File: config.mk
export PLATFORM = sky130hd
export DESIGN_NAME = muldiv_hilo_ctrl
export DESIGN_NICKNAME = d
export VERILOG_FILES = /design/src/rtl/muldiv_hilo_ctrl.sv
export SDC_FILE = /design/constraint.sdc
export NUM_CORES = 2
export LEC_CHECK = 0
export BUFFER_PORTS_ARGS = -buffer_cell sky130_fd_sc_hd__buf_2
export CAP_MARGIN = 30
export CELL_PAD_IN_SITES_DETAIL_PLACEMENT = 1
export CELL_PAD_IN_SITES_GLOBAL_PLACEMENT = 2
export CORE_MARGIN = 1.5
export CORE_UTILIZATION = 35
export CTS_BUF_LIST = sky130_fd_sc_hd__clkbuf_2
export DETAILED_ROUTE_END_ITERATION = 7
export PLACE_DENSITY = 0.67
export SLEW_MARGIN = 20
export SYNTH_ARGS = -nofsm -noshare
export SYNTH_HDL_FRONTEND = slang
export SYNTH_SLANG_ARGS = --single-unit
File: constraint.sdc
create_clock -name clk -period 6.9 [get_ports clk]
set_input_delay 1.38 -clock clk [delete_from_list [all_inputs] [get_ports clk]]
set_output_delay 1.38 -clock clk [all_outputs]
set_load 0.01 [all_outputs]
File: src/rtl/muldiv_hilo_ctrl.sv
// Multi-cycle MULT/MULTU/DIV/DIVU sequencer and sole writer of the HI/LO register pair.
// Optional macro MULDIV_DIVZERO_FAST_EN: divide by zero completes in one cycle.
module muldiv_hilo_ctrl #(
  parameter int unsigned MUL_LAT  = 2,
  parameter int unsigned DIV_ITER = 32
) (
  input  logic        clk,
  input  logic        rst,
  input  logic        start_i,
  input  logic [2:0]  op_i,
  input  logic [31:0] opa_i,
  input  logic [31:0] opb_i,
  input  logic        flush_i,
  output logic        stall_o,
  output logic        busy_o,
  output logic [1:0]  hilo_we_o,
  output logic [31:0] hi_o,
  output logic [31:0] lo_o,
  output logic        done_o
);

  typedef enum logic [1:0] {S_IDLE, S_MUL, S_DIV, S_DONE} state_e;

  state_e      state_q, state_d;
  logic [4:0]  cnt_q;
  logic        mul_q;
  logic [63:0] prod_q [MUL_LAT];
  logic [63:0] rq_q;
  logic [31:0] dvs_q;
  logic        sgnq_q, sgnr_q;
  logic [31:0] res_hi_q, res_lo_q;

  logic        accept, op_mul, op_div, op_signed;
  logic [63:0] ma, mb, prod_d;
  logic [31:0] abs_a, abs_b;
  logic [32:0] top;
  logic        ge;
  logic [31:0] diff;
  logic [63:0] step;
  logic [31:0] q_fix, r_fix;
  logic        mul_last, div_last;
`ifdef MULDIV_DIVZERO_FAST_EN
  logic        div_zero;
`endif

  always_comb begin
    op_mul    = (op_i == 3'b000) || (op_i == 3'b001);
    op_div    = (op_i == 3'b010) || (op_i == 3'b011);
    op_signed = ~op_i[0];
    accept    = rst && start_i && !flush_i && (state_q == S_IDLE);
    ma        = {{32{op_signed & opa_i[31]}}, opa_i};
    mb        = {{32{op_signed & opb_i[31]}}, opb_i};
    prod_d    = ma * mb;
    abs_a     = (op_signed && opa_i[31]) ? (32'd0 - opa_i) : opa_i;
    abs_b     = (op_signed && opb_i[31]) ? (32'd0 - opb_i) : opb_i;
`ifdef MULDIV_DIVZERO_FAST_EN
    div_zero  = (opb_i == '0);
`endif
    // Restoring step: the 33-bit partial remainder includes the bit about to shift out.
    top      = rq_q[63:31];
    ge       = top >= {1'b0, dvs_q};
    diff     = top[31:0] - dvs_q;
    step     = ge ? {diff, rq_q[30:0], 1'b1} : {rq_q[62:0], 1'b0};
    q_fix    = sgnq_q ? (32'd0 - step[31:0])  : step[31:0];
    r_fix    = sgnr_q ? (32'd0 - step[63:32]) : step[63:32];
    mul_last = (cnt_q == 5'(MUL_LAT - 2));
    div_last = (cnt_q == 5'(DIV_ITER - 1));
  end

  always_comb begin
    state_d   = state_q;
    stall_o   = 1'b0;
    busy_o    = (state_q != S_IDLE);
    hilo_we_o = '0;
    hi_o      = '0;
    lo_o      = '0;
    done_o    = 1'b0;
    case (state_q)
      S_IDLE: begin
        if (accept) begin
          if (op_mul) begin
            stall_o = 1'b1;
            state_d = (MUL_LAT == 1) ? S_DONE : S_MUL;
          end else if (op_div) begin
            stall_o = 1'b1;
            state_d = S_DIV;
`ifdef MULDIV_DIVZERO_FAST_EN
            if (div_zero) state_d = S_DONE;
`endif
          end else if (op_i == 3'b100) begin
            hilo_we_o = 2'b10;
            hi_o      = opa_i;
          end else if (op_i == 3'b101) begin
            hilo_we_o = 2'b01;
            lo_o      = opa_i;
          end
        end
      end
      S_MUL: begin
        stall_o = 1'b1;
        if (flush_i)       state_d = S_IDLE;
        else if (mul_last) state_d = S_DONE;
      end
      S_DIV: begin
        stall_o = 1'b1;
        if (flush_i)       state_d = S_IDLE;
        else if (div_last) state_d = S_DONE;
      end
      S_DONE: begin
        hilo_we_o = 2'b11;
        done_o    = 1'b1;
        hi_o      = mul_q ? prod_q[MUL_LAT-1][63:32] : res_hi_q;
        lo_o      = mul_q ? prod_q[MUL_LAT-1][31:0]  : res_lo_q;
        state_d   = S_IDLE;
      end
      default: state_d = S_IDLE;
    endcase
  end

  always_ff @(posedge clk or negedge rst) begin
    if (!rst) begin
      state_q  <= S_IDLE;
      cnt_q    <= '0;
      mul_q    <= 1'b0;
      rq_q     <= '0;
      dvs_q    <= '0;
      sgnq_q   <= 1'b0;
      sgnr_q   <= 1'b0;
      res_hi_q <= '0;
      res_lo_q <= '0;
      for (int unsigned i = 0; i < MUL_LAT; i++) prod_q[i] <= '0;
    end else begin
      state_q <= state_d;
      for (int unsigned i = 1; i < MUL_LAT; i++) prod_q[i] <= prod_q[i-1];
      if (accept && op_mul) begin
        prod_q[0] <= prod_d;
        mul_q     <= 1'b1;
        cnt_q     <= '0;
      end
      if (accept && op_div) begin
        rq_q   <= {32'd0, abs_a};
        dvs_q  <= abs_b;
        sgnq_q <= op_signed & (opa_i[31] ^ opb_i[31]);
        sgnr_q <= op_signed & opa_i[31];
        cnt_q  <= '0;
        mul_q  <= 1'b0;
`ifdef MULDIV_DIVZERO_FAST_EN
        if (div_zero) begin
          res_hi_q <= opa_i;
          res_lo_q <= '1;
        end
`endif
      end
      if (state_q == S_MUL) cnt_q <= cnt_q + 5'd1;
      if (state_q == S_DIV) begin
        rq_q  <= step;
        cnt_q <= cnt_q + 5'd1;
        if (div_last) begin
          res_hi_q <= r_fix;
          res_lo_q <= q_fix;
        end
      end
    end
  end

endmodule

==> metrics.md <==
| Metric | Value |
|---|---|
| Status | finished with violations |
| Failing checks | setup timing |
| GPL Wtd Cong | 0.8885 |
| Hold endpoint | prod_q[25] |
| CTS H-Tree Depth | 3 |
| Tot GR Track Use | around 27% |
| GRT Residual Overflow | 0 |
| TritonCTS Buffers | 86 |
| Met3 Usage GRT | 2.625% |
| Synth warn | 0 |
| Clk_skew | about 0.16 ns |
| Initial Util | 35.28% |
| Fin. Hold Viols | 0 |
| Rows | approximately 150 |
| Multiplexer area fraction after synthesis | around 2.2% |
| Post-detail-place hpwl | between 150 and 200 mm |
| Clk Latency, worst-skew pair | 1.21 ns |
| Layout cell share with drive strength beyond 1 | 20.18% |
| Drt total wl | about 210 mm |
| First-pass GRT wire length | between 300 and 400 mm |
| RSZ-0062 raised after global routing | yes |
| Post-synth top flop | dfrtp_1 |
| # setup viols final | 37 |
| Post-Syn Nets | 7,594 |
| Max Buffers Root-to-Sink | 3 |
| Clk sink count | between 200 and 300 |
| R2R depth | 20 |
| Post-synthesis xor/xnor area fraction | 3.365% |
| Crit Reg-Reg Endpoint | res_hi_q[18] |
| Worst-path clk slew | 0.10 ns |
| Min-delay src | prod_q[89] |
| Setup tns final | -18.47 ns |
| Crit path max fanout | 7 |
| Minimum clock period | 7.651 ns |
| Pin count of the biggest net entering global routing | roughly 140 |
| Post-synthesis simple-gate area fraction | approximately 15% |
| Wire per inst | 23.86 um |
| Cell variety after synth | 98 |
| Initial antenna violation count | 15 |
| Fin worst setup slack | -0.7509 ns |
| Die Footprint | 0.1600 mm2 |
| Post-synthesis sequential area ratio | a little over an eighth |
| Yosys reg bits | 298 |
| Adder-cell area share of the yosys netlist | between 40% and 50% |
| Top cells by area, synth | fa_1 (41%), dfrtp_1 (14%), inv_1 (7.9%) |
| Crit-path slowest cell | fa_1 |
| CP Launch Type | input port |
| DRC viols | 0 |
| Busiest grt layer | met2 |
| Final Max Slew Viols | 0 |
| Nets | between 8,000 and 9,000 |
| Worst Tran Pin Value | between 0.9 and 1 ns |
| Pre-CTS setup slack | -2.284 ns |
| R2R setup slack | 0.61 ns |
| Mapped Cells | between 6,000 and 7,000 |
| Endpoint class of the critical path | flip-flop |
| WS Path Type | input port to flip-flop |
| Root Driver | clkbuf_2 |
| Number of nets with antenna violations after routing | 0 |
| Port bufs | approximately 140 |
| Post-synth EDFFs | 0 |
| HP Class | flip-flop to flip-flop |
| Met2 usage | between 40% and 50% |
| Pre-Repair DR Iteration Count | 7 |
| Main combinational cell family by area after synthesis | adder cells |
| Post-Place Cells | approximately 8,500 |
| Post-synth ARST share | 100.0% |
| Boundary pin count | 140 |
| CTS tree | built |
| CP peak stage delay | 0.55 ns |
| Critical R2R Launch | rq_q[32] |
| Layout overhead on the synthesized area | 19.41% |
| Hold depth | 0 |
| Final non-filler cell total | roughly 9,000 |
| Die X | between 400 and 500 um |
| Post-Syn Area per Cell | about 9 um2 |
| Synth area leader | fa_1 |
| Die H | around 400 um |
| Most common cell on crit path | fa_1 |
| Max transition margin | between 30% and 40% |
| Routed via count | 43,788 |
| Compound-Gate Fraction of Synth Area | under 10% |
| Vias/cell | around 5 |
| Mapped Area | between 0.05 and 0.06 mm2 |
| Max Freq | around 130 MHz |
| Required time of the critical path | around 7.9 ns |
| Top-area cell type share of the netlist area | ~40% |
| Max cap viols | 0 |
| CORE AREA | between 0.15 and 0.2 mm2 |
| CP Data Arrival Time | between 8 and 9 ns |
| Vias in the first global route | about 49,000 |
| Initial DRC Count | around 2,700 |
| Routing usage on met1 | about 38% |
| Final worst-path cycle share | 110.9% |
-- layer usage --
| layer | share of wire [%] | vias up |
|---|---|---|
| li1 | - | 19649 |
| met1 | 46 | 23256 |
| met2 | 48 | 681 |
| met3 | 3.1 | 202 |
| met4 | 3.0 | 0 |
| met5 | 0 | - |
-- timing repair --
action / CTS / global route
gates resized for setup: 342 / 188
pin swaps: 116 / 116
hold endpoints to repair: 13 / 0
hold buffers: 1 / 0
setup endpoints to repair: 40 / 40
gates cloned: 1 / 2
setup buffers: 54 / 33
-- stage by stage --
stage,area [um2],util [%],hold slack [ns]
final,65880,42.13,0.2653
after global routing,65880,42.12,0.2634
after CTS,64930,41.52,0.2653
after detailed placement,62440,39.93,0.3625
after global placement,62420,39.92,0.3567
after floorplan,56410,-,0.3501
-- Yosys cell counts (all sizes together) (14+ instances only) --
cell / count
nand2: 1021
a21oi: 174
nor2: 245
nand4: 17
nand2b: 26
and3: 21
ha: 256
a22oi: 66
clkbuf: 316
nor4: 14
and2: 365
a21o: 66
or3: 17
buf: 70
o21ai: 279
nor2b: 16
inv: 1166
xnor2: 112
xor2: 100
nand3: 18
o31ai: 24
dfrtp: 298
a31oi: 21
mux2i: 39
nor3: 40
fa: 1126
mux2: 72
-- layout by cell type, fill, tap and decap left out, types with 100 or more instances in the layout --
cell type	n
and2_1	336
nor2_1	232
clkbuf_2	118
a21oi_1	138
fa_1	1069
xor2_1	100
buf_4	518
o21ai_0	204
ha_1	216
nand2_1	1006
dfrtp_1	297
inv_1	1093
-- final cells by class --
cell class | count | area [um2]
fillers | 18138 | 90500
multi-input cells | 4288 | 43260
flip-flops and latches | 298 | 7458
repair buffers | 803 | 7398
inverters | 1169 | 4414
well taps | 2058 | 2575
clock buffers | 117 | 585.6
clock inverters | 33 | 165.2
diodes | 13 | 32.53
-- critical path, delay by kind of cell --
family,cells,cell delay (ns)
adder cells (fa/ha/maj),9,4.15
AO/OA/AOI/OAI,11,1.72
buffers and inverters,12,0.99
AND/OR/NAND/NOR,2,0.20
XOR/XNOR,1,0.12
-- how the worst max path moves through the flow --
stage	endpoint	from	slack (ns)
2_1_floorplan	prod_q[124]	op_i[0]	-1.76
3_3_place_gp	prod_q[127]	op_i[0]	-2.18
3_5_place_dp	prod_q[124]	op_i[0]	-2.28
4_1_cts	prod_q[124]	op_i[0]	-0.68
5_1_grt	prod_q[124]	op_i[0]	-0.91
6_report	prod_q[127]	opa_i[31]	-0.75
-- cells by family (layout without fill, tap and decap cells) --
| family | Yosys count | count (layout) |
|---|---|---|
| AO/OA/AOI/OAI | 745 | 745 |
| XOR/XNOR | 212 | 212 |
| adder cells (fa/ha/maj) | 1382 | 1382 |
| buffers and inverters | 1555 | 2122 |
| flip-flops | 298 | 298 |
| multiplexers | 111 | 111 |
| other | 0 | 13 |
| AND/OR/NAND/NOR | 1838 | 1838 |
-- state kept, by name, indices dropped and copies added, names as in the netlist, 2 cells and up --
name,count
prod_q,128
cnt_q,5
res_hi_q,32
rq_q,64
dvs_q,32
state_q,2
res_lo_q,32
Power is not shown: default switching activity piles up to over one toggle a cycle in this logic, so the estimate is an artifact.
